<file path="config.mk">
export PLATFORM = sky130hd
export DESIGN_NAME = perf_counter_bank
export DESIGN_NICKNAME = d
export VERILOG_FILES = /design/src/rtl/perf_counter_bank.sv
export SDC_FILE = /design/constraint.sdc
export NUM_CORES = 1
export LEC_CHECK = 0
export BUFFER_PORTS_ARGS = -buffer_cell sky130_fd_sc_hd__buf_2
export CORE_ASPECT_RATIO = 0.6
export CORE_MARGIN = 4
export CORE_UTILIZATION = 25
export DETAILED_ROUTE_END_ITERATION = 10
export GPL_TIMING_DRIVEN = 0
export PLACE_DENSITY = 0.51
export SETUP_SLACK_MARGIN = 0.2
export SLEW_MARGIN = 20
export SYNTH_ARGS = -nofsm -noshare
export SYNTH_HDL_FRONTEND = slang
export SYNTH_SLANG_ARGS = --single-unit
</file>
<file path="constraint.sdc">
create_clock -name clk -period 3.9 [get_ports clk]
set_input_delay 0.195 -clock clk [delete_from_list [all_inputs] [get_ports clk]]
set_output_delay 0.195 -clock clk [all_outputs]
set_load 0.1 [all_outputs]
</file>
<file path="src/rtl/perf_counter_bank.sv">
// Programmable performance counter bank: per-counter event select, wrap/saturate,
// global freeze, atomic snapshot, sticky overflow with masked interrupt, 1-cycle read port.
module perf_counter_bank #(
  parameter int NUM_COUNTERS  = 8,
  parameter int COUNTER_WIDTH = 32,
  parameter int NUM_EVENTS    = 16,
  parameter int INC_WIDTH     = 3,
  parameter int IDX_W         = $clog2(NUM_COUNTERS),
  parameter int EVT_W         = $clog2(NUM_EVENTS)
) (
  input  logic                            clk,
  input  logic                            rstN,
  input  logic [NUM_EVENTS*INC_WIDTH-1:0] eventInc,
  input  logic                            freeze,
  input  logic                            cfgWe,
  input  logic [IDX_W-1:0]                cfgIndex,
  input  logic                            cfgEnable,
  input  logic                            cfgSaturate,
  input  logic [EVT_W-1:0]                cfgEventSel,
  input  logic [NUM_COUNTERS-1:0]         clearReq,
  input  logic                            snapshotReq,
  input  logic                            rdReq,
  input  logic [IDX_W-1:0]                rdIndex,
  input  logic                            rdFromSnapshot,
  output logic                            rdValid,
  output logic [COUNTER_WIDTH-1:0]        rdData,
  output logic [NUM_COUNTERS-1:0]         overflow,
  output logic                            overflowIrq,
  input  logic [NUM_COUNTERS-1:0]         irqMask
);

  localparam logic [COUNTER_WIDTH-1:0] ALL_ONES  = {COUNTER_WIDTH{1'b1}};
  localparam logic [COUNTER_WIDTH-1:0] ALL_ZEROS = {COUNTER_WIDTH{1'b0}};

  logic [INC_WIDTH-1:0]     ev_inc_s [NUM_EVENTS];
  logic [INC_WIDTH-1:0]     inc_s    [NUM_COUNTERS];
  logic [COUNTER_WIDTH:0]   sum_s    [NUM_COUNTERS];

  logic [COUNTER_WIDTH-1:0] cnt_q  [NUM_COUNTERS];
  logic [COUNTER_WIDTH-1:0] cnt_d  [NUM_COUNTERS];
  logic [COUNTER_WIDTH-1:0] snap_q [NUM_COUNTERS];
  logic [COUNTER_WIDTH-1:0] snap_d [NUM_COUNTERS];
  logic [EVT_W-1:0]         sel_q  [NUM_COUNTERS];
  logic [EVT_W-1:0]         sel_d  [NUM_COUNTERS];
  logic [NUM_COUNTERS-1:0]  en_q, en_d;
  logic [NUM_COUNTERS-1:0]  sat_q, sat_d;
  logic [NUM_COUNTERS-1:0]  ovf_q, ovf_d;
  logic                     irq_q, irq_d;
  logic                     rd_valid_q, rd_valid_d;
  logic [COUNTER_WIDTH-1:0] rd_data_q, rd_data_d;

  // Unpack the flat event bus into one increment per event source.
  always_comb begin
    for (int e = 0; e < NUM_EVENTS; e++) begin
      ev_inc_s[e] = eventInc[e*INC_WIDTH +: INC_WIDTH];
    end
  end

  // Per-counter increment, wrap/saturate arithmetic, clear priority and sticky overflow.
  always_comb begin
    for (int i = 0; i < NUM_COUNTERS; i++) begin
      inc_s[i] = {INC_WIDTH{1'b0}};
      cnt_d[i] = cnt_q[i];
      ovf_d[i] = ovf_q[i];
      if (en_q[i] && !freeze && !clearReq[i] && (int'(sel_q[i]) < NUM_EVENTS)) begin
        inc_s[i] = ev_inc_s[sel_q[i]];
      end else begin
        inc_s[i] = {INC_WIDTH{1'b0}};
      end
      sum_s[i] = {1'b0, cnt_q[i]} + {{(COUNTER_WIDTH + 1 - INC_WIDTH){1'b0}}, inc_s[i]};
      if (clearReq[i]) begin
        cnt_d[i] = ALL_ZEROS;
        ovf_d[i] = 1'b0;
      end else if (sum_s[i][COUNTER_WIDTH]) begin
        // A saturated counter receiving any increment lands here too and re-flags.
        cnt_d[i] = sat_q[i] ? ALL_ONES : sum_s[i][COUNTER_WIDTH-1:0];
        ovf_d[i] = 1'b1;
      end else begin
        cnt_d[i] = sum_s[i][COUNTER_WIDTH-1:0];
      end
    end
  end

  // Configuration update; out-of-range indices are dropped.
  always_comb begin
    en_d  = en_q;
    sat_d = sat_q;
    for (int i = 0; i < NUM_COUNTERS; i++) begin
      sel_d[i] = sel_q[i];
    end
    if (cfgWe && (int'(cfgIndex) < NUM_COUNTERS)) begin
      en_d[cfgIndex]  = cfgEnable;
      sat_d[cfgIndex] = cfgSaturate;
      sel_d[cfgIndex] = cfgEventSel;
    end else begin
      en_d = en_q;
    end
  end

  // Snapshot captures pre-edge live values for every counter at once.
  always_comb begin
    for (int i = 0; i < NUM_COUNTERS; i++) begin
      if (snapshotReq) begin
        snap_d[i] = cnt_q[i];
      end else begin
        snap_d[i] = snap_q[i];
      end
    end
  end

  // Read port and interrupt; both observe pre-edge state.
  always_comb begin
    rd_valid_d = rdReq;
    rd_data_d  = rd_data_q;
    irq_d      = |(ovf_q & irqMask);
    if (rdReq) begin
      if (int'(rdIndex) < NUM_COUNTERS) begin
        rd_data_d = rdFromSnapshot ? snap_q[rdIndex] : cnt_q[rdIndex];
      end else begin
        rd_data_d = ALL_ZEROS;
      end
    end else begin
      rd_data_d = rd_data_q;
    end
  end

  // State registers.
  always_ff @(posedge clk or negedge rstN) begin
    if (!rstN) begin
      for (int i = 0; i < NUM_COUNTERS; i++) begin
        cnt_q[i]  <= ALL_ZEROS;
        snap_q[i] <= ALL_ZEROS;
        sel_q[i]  <= {EVT_W{1'b0}};
      end
      en_q       <= {NUM_COUNTERS{1'b0}};
      sat_q      <= {NUM_COUNTERS{1'b0}};
      ovf_q      <= {NUM_COUNTERS{1'b0}};
      irq_q      <= 1'b0;
      rd_valid_q <= 1'b0;
      rd_data_q  <= ALL_ZEROS;
    end else begin
      for (int i = 0; i < NUM_COUNTERS; i++) begin
        cnt_q[i]  <= cnt_d[i];
        snap_q[i] <= snap_d[i];
        sel_q[i]  <= sel_d[i];
      end
      en_q       <= en_d;
      sat_q      <= sat_d;
      ovf_q      <= ovf_d;
      irq_q      <= irq_d;
      rd_valid_q <= rd_valid_d;
      rd_data_q  <= rd_data_d;
    end
  end

  assign rdValid     = rd_valid_q;
  assign rdData      = rd_data_q;
  assign overflow    = ovf_q;
  assign overflowIrq = irq_q;

endmodule

</file>
After elaboration in Yosys (flattened, before gate mapping)
Index checks and enable logic that the tools add are counted.
{"block": "word_totals", "register_bits": 602, "output_inout_bits": 42}
{"block": "op_classes", "add_sub_neg": 8, "order_cmp": 13, "muxes": 86, "bitwise_logic": 11, "reduce_logical": 36}
{"cell": "two-way mux 32 bit", "n": 29}
{"cell": "adder 32 x 3 -> 33 bit", "n": 8}
{"cell": "binary-select mux 32 bit (select 3 bit)", "n": 2}
{"cell": "binary-select mux 3 bit (select 4 bit)", "n": 8}
{"cell": "two-way mux 3 bit", "n": 24}
{"cell": "greater-or-equal comparator 5 bit (second input constant)", "n": 8}
{"cell": "NOT 4 -> 5 bit", "n": 8}
{"cell": "bitwise mux 32 bit", "n": 1}
{"cell": "logical AND 1 bit", "n": 18}
{"cell": "two-way mux 1 bit", "n": 17}
{"cell": "bitwise mux 8 bit", "n": 2}
{"cell": "nonzero test 2 bit", "n": 8}
{"cell": "demux 4 bit (select 3 bit)", "n": 1}
{"cell": "zero test 1 bit", "n": 9}
{"cell": "AND 8 bit", "n": 1}
{"cell": "greater-or-equal comparator 4 bit (second input constant)", "n": 2}
{"cell": "NOT 3 -> 4 bit", "n": 2}
{"cell": "OR reduction 8 bit", "n": 1}
{"cell": "< comparator 3 x 4 -> 1 bit (second input constant)", "n": 1}
{"cell": "< comparator 4 x 1 -> 1 bit (second input constant)", "n": 1}
{"cell": "two-way mux 4 bit", "n": 1}
{"cell": "demux 1 bit (select 3 bit)", "n": 1}
{"cell": "greater-or-equal comparator 3 x 1 -> 1 bit (second input constant)", "n": 1}

Depth between registers and ports, before layout
Gate-level depths: netlist of run 1.
{"block": "logic_depth", "word_depth": 9, "mapped_depth": 14, "ltp_nobuf": 10}

Worst setup path after synthesis of run 1
No wires, ideal clock.
{"block": "synth_path", "path_kind": "register -> register", "start": "register sel_q[0] (netlist name)", "end": "register cnt_q[19] (netlist name)", "setup_ns": 0.078, "t_arrival_ns": 3.732, "required_time_ns": 3.822, "setup_slack_ns": 0.090, "path_stages_with_launch": 14, "period_less_slack_ns": 3.810, "path_cell_list": "dfrtp_1 > buf_2 > mux4_2 > mux4_2 > nor2b_1 > ha_1 > a21oi_1 > or4b_1 > buf_4 > nor3_4 > nand4_2 > buf_6 > buf_6 > a21oi_2"}
{"element": "from (decl)", "line": "43", "text": "logic [EVT_W-1:0] sel_q [NUM_COUNTERS];"}
{"element": "from (signal, indexed assignment)", "line": "133", "text": "sel_q[i] <= {EVT_W{1'b0}};"}
{"element": "from (signal, indexed assignment)", "line": "145", "text": "sel_q[i] <= sel_d[i];"}
{"element": "to (signal, indexed assignment)", "line": "143", "text": "cnt_q[i] <= cnt_d[i];"}
{"element": "to (decl)", "line": "39", "text": "logic [COUNTER_WIDTH-1:0] cnt_q [NUM_COUNTERS];"}

==> run metrics, run 1 <==
Post-Synthesis Cells approximately 2600; GRT Total Usage 18.14%; fin crit period 3.698 ns; Critical Path Fanout Max 9; clk_lat worst skew between 0.6 and 0.7 ns; Placed Cells ~4500; Avg Vias per Cell 5.381; final cell count without fillers around 4700; Final Core Density a little under a third; Pre-antenna DRT Iters 7; DR DRC count 0; endpoints failing setup 0; syn_nets around 2700; CTS Sinks 602; GR Overflow Total 0; max_cap viols 0; reg2reg setup slack roughly 0.2 ns; Worst VDD drop about 0.00032 V; fmax between 200 and 300 MHz; Initial Util roughly a quarter; Slew Viols, Final 0; layout cells sized above 1 about a third; H-tree depth 2; Rel. slew slack between 20% and 30%; Critical Path Source sel_q[0]; Largest delay share family, worst path multiplexers; critical path arrival roughly 4.2 ns; register clock-pin slew on the reported worst setup and hold paths approximately 0.060 ns; Worst EP required about 4.4 ns; Crit. path cell count 15; Synth Flop Type dfrtp_1; largest cells by area after synthesis dfrtp_1 45%, mux4_2 17%, mux2_2 10%; final setup skew approximately 0.046 ns; CP max stage cell mux4_2; number of synthesized register bits between 600 and 700; first-pass GRT wire length around 180 mm; routed via count about 25000; fillers approximately 13000; dpl hpwl 97.27 mm; die width 478.5 um; PortBufs around 110; post-synth top area share a little under half; Yosys warnings 0; status completed; Site Rows between 100 and 150; die area between 100000 and 150000 um^2; CP bufs+invs 5; Netlist Area Pre-Place between 30000 and 40000 um^2; Post-synth ARST share 100.0%; Hold Fails Final Rpt 0; CTS tree done; RePlAce Congestion a little over 0.9; Leakage ~17 nW; final period utilization around 95%; RSZ-0062 raised after global routing true; Reg2Reg Launch Point sel_q[0]; Ports roughly 130; pre-CTS setup slack -1.433 ns; Critical Path Sink cnt_q[18]; worst r2r dst cnt_q[18]; startpoint type of the worst setup path flip-flop; syn_area_per_cell about 13 um^2; Synth cell types 60; final worst setup slack between 0.2 and 0.25 ns; total wire length around 130 mm; worst reg2reg path depth 15; core area approximately 130000 um^2; Root Driver clkbuf_16; CTS Buffer Depth 3; vias in the first global route between 20000 and 25000; crit-path max cell delay a little over 0.5 ns; Post-DRT Antenna Nets 0; Cell Area, Placed approximately 36000 um^2; Post-synth EDFFs 0; worst slew pin tran about 1.2 ns; Num CTS Buffers between 50 and 60; Die Span Y 290.3 um; WL per Instance 27.65 um; Final nets approximately 3000; largest net degree at the start of global routing 93; PwrDens roughly 380 nW/um^2; Cell Chain, Critical Path buf_12 > buf_12 > mux4_2 > mux4_2 > nor2b_2 > ha_1 > fa_2 > a21oi_4 > or4b_4 > buf_12 > nor3_4 > nand4_4 > buf_12 > clkbuf_16 > a21oi_2; Crit. End Element flip-flop; post-synth top area cell dfrtp_1; post-synthesis sequential area ratio roughly 45%; starting DRC count in detailed routing between 3000 and 4000; Hold Crit Class input port to asynchronous set/reset pin; antenna violations before repair 15; critical path type flip-flop to flip-flop; most frequent CP cell buf_12; area grow syn2layout 19.29%; Finished Cell Area roughly 40000 um^2
state kept, by name, indices dropped and copies added (netlist names):
name	flops
rdData	32
en_q	8
sat_q	8
snap_q	256
rdValid	1
overflowIrq	1
sel_q	32
cnt_q	256
overflow	8
worst min-delay path by stage:
stage	from	endpoint	slack [ns]
2_1_floorplan	rstN	cnt_q[0]	-0.10
3_3_place_gp	snap_q[61]	snap_q[61]	0.48
3_5_place_dp	rstN	cnt_q[237]	0.17
4_1_cts	cfgEventSel[2]	sel_q[26]	0.04
5_1_grt	cfgEventSel[3]	sel_q[31]	0.06
6_report	rstN	cnt_q[238]	0.04
power breakdown:
group          switching, mW  total (mW)  internal, mW  leakage [nW]
logic                   1.18        2.37          1.19          7.34
clock network           2.74        5.84          3.11         0.893
registers              0.232        6.65          6.42          8.30
total                   4.15        14.9          10.7          16.5
synth_stat cells, types with 37 or more instances:
| library cell | instances |
|---|---|
| xnor2_1 | 105 |
| mux2i_1 | 64 |
| nor2_1 | 66 |
| nand4_1 | 78 |
| nand2_1 | 89 |
| xor2_1 | 106 |
| nor3_1 | 43 |
| and3_1 | 50 |
| mux2_2 | 304 |
| nand2b_1 | 37 |
| nand3_1 | 68 |
| dfrtp_1 | 602 |
| mux4_2 | 248 |
| a21oi_1 | 235 |
| clkbuf_1 | 129 |
worst register-to-register path, cell delays in order (launching register included):
cell	delay (ns)
dfrtp_2	0.39
buf_12	0.13
buf_12	0.11
mux4_2	0.51
mux4_2	0.50
nor2b_2	0.18
ha_1	0.22
fa_2	0.40
a21oi_4	0.23
or4b_4	0.18
buf_12	0.11
nor3_4	0.05
nand4_4	0.16
buf_12	0.17
clkbuf_16	0.18
a21oi_2	0.05
cell usage in the layout, fill, tap and decap left out, drive strengths merged, types with 9 or more instances in the layout:
cell and instances:
o221ai 32, nand3 68, nand4 81, nor2b 27
nand2 89, ha 24, mux2i 64, xor2 106
inv 33, a21o 12, xnor2 105, mux2 304
and4 24, nand2b 37, nor4 31, nor2 66
a21oi 245, a31oi 16, clkbuf 215, nor3 45
dlygate4sd3 9, mux4 248, dfrtp 602, o21ai 18
buf 230, and3 50, and2 21
what timing repair did:
action / in CTS / in global routing
gates cloned: 1 / 3
hold endpoints to repair: 267 / 0
hold buffers: 9 / 0
buffers inserted: 26 / 30
pin swaps: 11 / 22
endpoints found under the setup margin: 264 / 241
gates resized for setup: 154 / 77
cell type report:
cell class	count	area [um^2]	share of cell area, %
multi-input combinational	1789	17790	44.91
sequential	602	15070	38.06
tap	1785	2233	5.639
clock buffer	88	1685	4.255
timing repair buffer	188	1454	3.671
buffer	178	1075	2.714
clock inverter	11	163.9	0.4138
inverter	32	120.1	0.3033
antenna	5	12.51	0.03159
metal layers:
layer	GRT usage (%)	vias up	share of wire (%)
li1	-	10420	-
met5	0	-	0.014
met1	30.08	13360	49
met2	22.79	1277	38
met4	2.037	2	1.1
met3	5.647	116	12
cell families after synthesis:
family / Yosys count / synth area share [%]
flip-flops: 602 / 45.37
AO/OA/AOI/OAI: 359 / 6.406
adder cells (fa/ha/maj): 32 / 1.387
buffers and inverters: 211 / 2.528
multiplexers: 616 / 29.06
XOR/XNOR: 211 / 5.566
AND/OR/NAND/NOR: 571 / 9.684
per-stage QoR:
stage | TNS (ns) | power (mW) | hold slack (ns)
6_report | 0 | 14.87 | 0.04242
3_5_place_dp | -193.40 | 8.915 | 0.1710
4_1_cts | 0 | 14.84 | 0.04263
5_1_grt | 0 | 15.41 | 0.05851
2_1_floorplan | 0 | 8.084 | -0.1006
3_3_place_gp | -6684.64 | 8.867 | 0.4844
No activity file was read; power rests on OpenSTA's default activity.
==> inputs of run 2 (changes only) <==
Settings changed: ABC_AREA set to 1.
==> run metrics, run 2 <==
status completed; worst r2r dst cnt_q[98]; reg2reg setup slack 0.36 ns (+0.16 ns); Critical Path Source sel_q[12]; PortBufs 108 (-0.92%); Leakage 18.60 nW (+13%); Hold Crit Class input port to asynchronous set/reset pin; Worst VDD drop 0.0002999 V (-6.9%); GR Overflow Total 0 (unchanged); antenna violations before repair 11 (-4); met1 Resource Use GR 37.68% (+7.6 points); RePlAce Congestion 1.053 (+15%); area grow syn2layout 15.76%; Pre-antenna DRT Iters 6 (-1); WL per Instance 25.91 um (-6.3%); fin crit period 3.542 ns (-0.1556 ns); synth cell count leaders 1246 x nand2_1, 677 x nand3_1, 602 x dfrtp_1; register clock-pin slew on the reported worst setup and hold paths 0.07 ns (about the same); setup TNS 0 ns (unchanged); final period utilization 90.83% (-4.0 points); PwrDens 398.1 nW/um^2 (+6.1%); Slew Viols, Final 0 (unchanged); Crit. End Element flip-flop; worst reg2reg path depth 16 (+1); fmax 282.3 MHz (+4.4%); Critical Path Fanout Max 10 (+1); crit-path max cell delay 0.40 ns (-0.11 ns); vias in the first global route 34540 (+46%); starting DRC count in detailed routing 5856 (+85%); final worst setup slack 0.3578 ns (+0.1556 ns); Hold Fails Final Rpt 0 (unchanged); sw frac 34.08% (+6.2 points); combinational power share 19.2% (+3.2 points); Die Span Y 305.4 um (+5.2%); layout cells sized above 1 10.82% (-23 points); Synth Flop Type dfrtp_1; post-synth top area share 40.86% (-4.5 points); net switching power 5.789 mW (+40%); largest cells by area after synthesis dfrtp_1 41%, nand2_1 13%, nand3_1 9.2%; worst hold margin 0.05444 ns (+0.01203 ns); final setup skew 0.03234 ns (-0.01381 ns); Final nets 5371 (+81%); Reg2Reg Launch Point sel_q[12]; Root Driver clkbuf_16; Rel. slew slack 17.70% (-5.2 points); Num CTS Buffers 67 (+16%); Clk pwr share 40.8% (+1.5 points); Avg Vias per Cell 5.307 (-1.4%); Post-Synthesis Cells 5045 (+94%); number of synthesized register bits 602 (unchanged); routed via count 38400 (+53%); CP bufs+invs 4 (-1); internal power 11.20 mW (+4.5%); total power 16.99 mW (+14%); H-tree depth 3 (+1); commonest non-fill, non-tap cells in the layout 1246 x nand2_1, 677 x nand3_1, 602 x dfrtp_1; max_cap viols 0 (unchanged); Worst EP required 4.49 ns (+0.08 ns); CTS Buffer Depth 3 (unchanged); Netlist Area Pre-Place 36860 um^2 (+11%); critical path arrival 4.13 ns (-0.08 ns); largest net degree at the start of global routing 94 (+1.1%); RSZ-0062 raised after global routing false; Initial Util 25.33% (+0.12 points); GR met3 Demand/Resource 10.25% (+4.6 points); dpl hpwl 146.8 mm (+51%); syn_area_per_cell 7.307 um^2 (-43%); final cell count without fillers 7236 (+55%); CP max stage cell dfrtp_1; GRT Total Usage 23.50% (+5.4 points); grt peak-use layer met1; Regs by FF count cnt_q: 256 flops, snap_q: 256 flops; die area 153900 um^2 (+11%); first-pass GRT wire length 261.3 mm (+42%); pre-CTS setup slack -0.2445 ns (+1.189 ns); Crit. path cell count 16 (+1); Placed Cells 7085 (+57%); M2 GR Usage 27.55% (+4.8 points); Yosys warnings 0 (unchanged); CTS tree done; critical path type flip-flop to flip-flop; Cell Area, Placed 40020 um^2 (+10%); endpoints failing setup 0 (unchanged); DR DRC count 0 (unchanged); Post-synth ARST share 100.0% (unchanged); post-synthesis sequential area ratio 40.86% (-4.5 points); die width 503.7 um (+5.3%); syn_nets 5160 (+90%); worst slew pin tran 1.234 ns (+0.07838 ns); startpoint type of the worst setup path flip-flop; total wire length 187.5 mm (+45%); Final Core Density 29.32% (-0.75 points); Synth cell types 41 (-32%); Ports 125 (unchanged); Cell Chain, Critical Path clkbuf_2 > clkbuf_2 > o211ai_1 > nand3_1 > nand3_1 > a21oi_2 > ha_1 > fa_1 > nand2_2 > a21oi_4 > nand2_4 > nor2_4 > nand4_2 > buf_6 > buf_6 > a21oi_2; Site Rows 108 (+4.9%); Post-DRT Antenna Nets 0 (unchanged); Finished Cell Area 42670 um^2 (+7.7%); CTS Sinks 602 (unchanged); clk_lat worst skew 0.69 ns (about the same); Largest delay share family, worst path buffers and inverters; post-synth top area cell dfrtp_1; commonest non-fill, non-tap cell in the layout nand2_1; Post-synth EDFFs 0 (unchanged); most frequent cell after synthesis nand2_1; Reg power frac 40.0% (-4.7 points); core area 145500 um^2 (+10%)
run 2: cell count changes after synthesis, sizes merged, moves of 197 or more:
| cell | before | now |
|---|---|---|
| nand2 | 89 | 1260 |
| nand3 | 68 | 679 |
| inv | 32 | 425 |
| nor2 | 66 | 424 |
| a21oi | 245 | 558 |
| o21ai | 18 | 297 |
| mux4 | 248 | 0 |
| mux2 | 304 | 107 |
run 2: layer usage:
metal | vias to the layer above | wire, um
li1 | 17170 | -
met5 | - | 0
met1 | 18910 | 91380
met4 | 0 | 3736
met2 | 2116 | 64570
met3 | 206 | 27770
run 2: power groups by stage:
| stage | Combinational, mW | Clock, mW | Sequential, mW |
|---|---|---|---|
| 2_1_floorplan | 1.59 | 0 | 7.04 |
| 4_1_cts | 3.11 | 7.03 | 6.79 |
| 6_report | 3.26 | 6.92 | 6.80 |
| 3_3_place_gp | 3.05 | 0 | 6.91 |
| 3_5_place_dp | 3.06 | 0 | 6.90 |
| 5_1_grt | 3.48 | 7.29 | 6.82 |
run 2: worst max-delay path by stage:
stage,end,slack (ns)
floorplan,cnt_q[61],1.14
global placement,cnt_q[158],-11.41
detailed placement,cnt_q[248],-0.24
CTS,cnt_q[88],0.21
global route,cnt_q[219],0.20
finish,cnt_q[98],0.36
run 2: logic make-up (layout without fill, tap and decap cells):
logic type | count (synthesis) | after routing | synth area share [%]
simple gates | 2483 | 2484 | 29.14
compound gates | 968 | 968 | 14.36
buf+inv | 717 | 977 | 7.888
flops | 602 | 602 | 40.86
xor+xnor | 136 | 136 | 3.231
mux | 107 | 107 | 3.269
fa+ha+maj | 32 | 32 | 1.249
other cells | 0 | 5 | 0
run 2: layout make-up:
| type | instances | area (um^2) |
|---|---|---|
| fillers | 15870 | 102900 |
| multi-input cells | 3727 | 19000 |
| flip-flops and latches | 602 | 15060 |
| well taps | 1925 | 2409 |
| clock buffers | 91 | 1929 |
| inverters | 425 | 1595 |
| plain buffers | 292 | 1341 |
| repair buffers | 141 | 985.9 |
| clock inverters | 28 | 340.3 |
| diodes | 5 | 12.51 |
run 2: what timing repair did:
action,CTS,global route
gates cloned,0,1
hold endpoints to repair,247,0
hold buffers,19,0
setup buffers,0,7
pin swaps,0,1
resized for setup,20,36
endpoints found under the setup margin,193,247
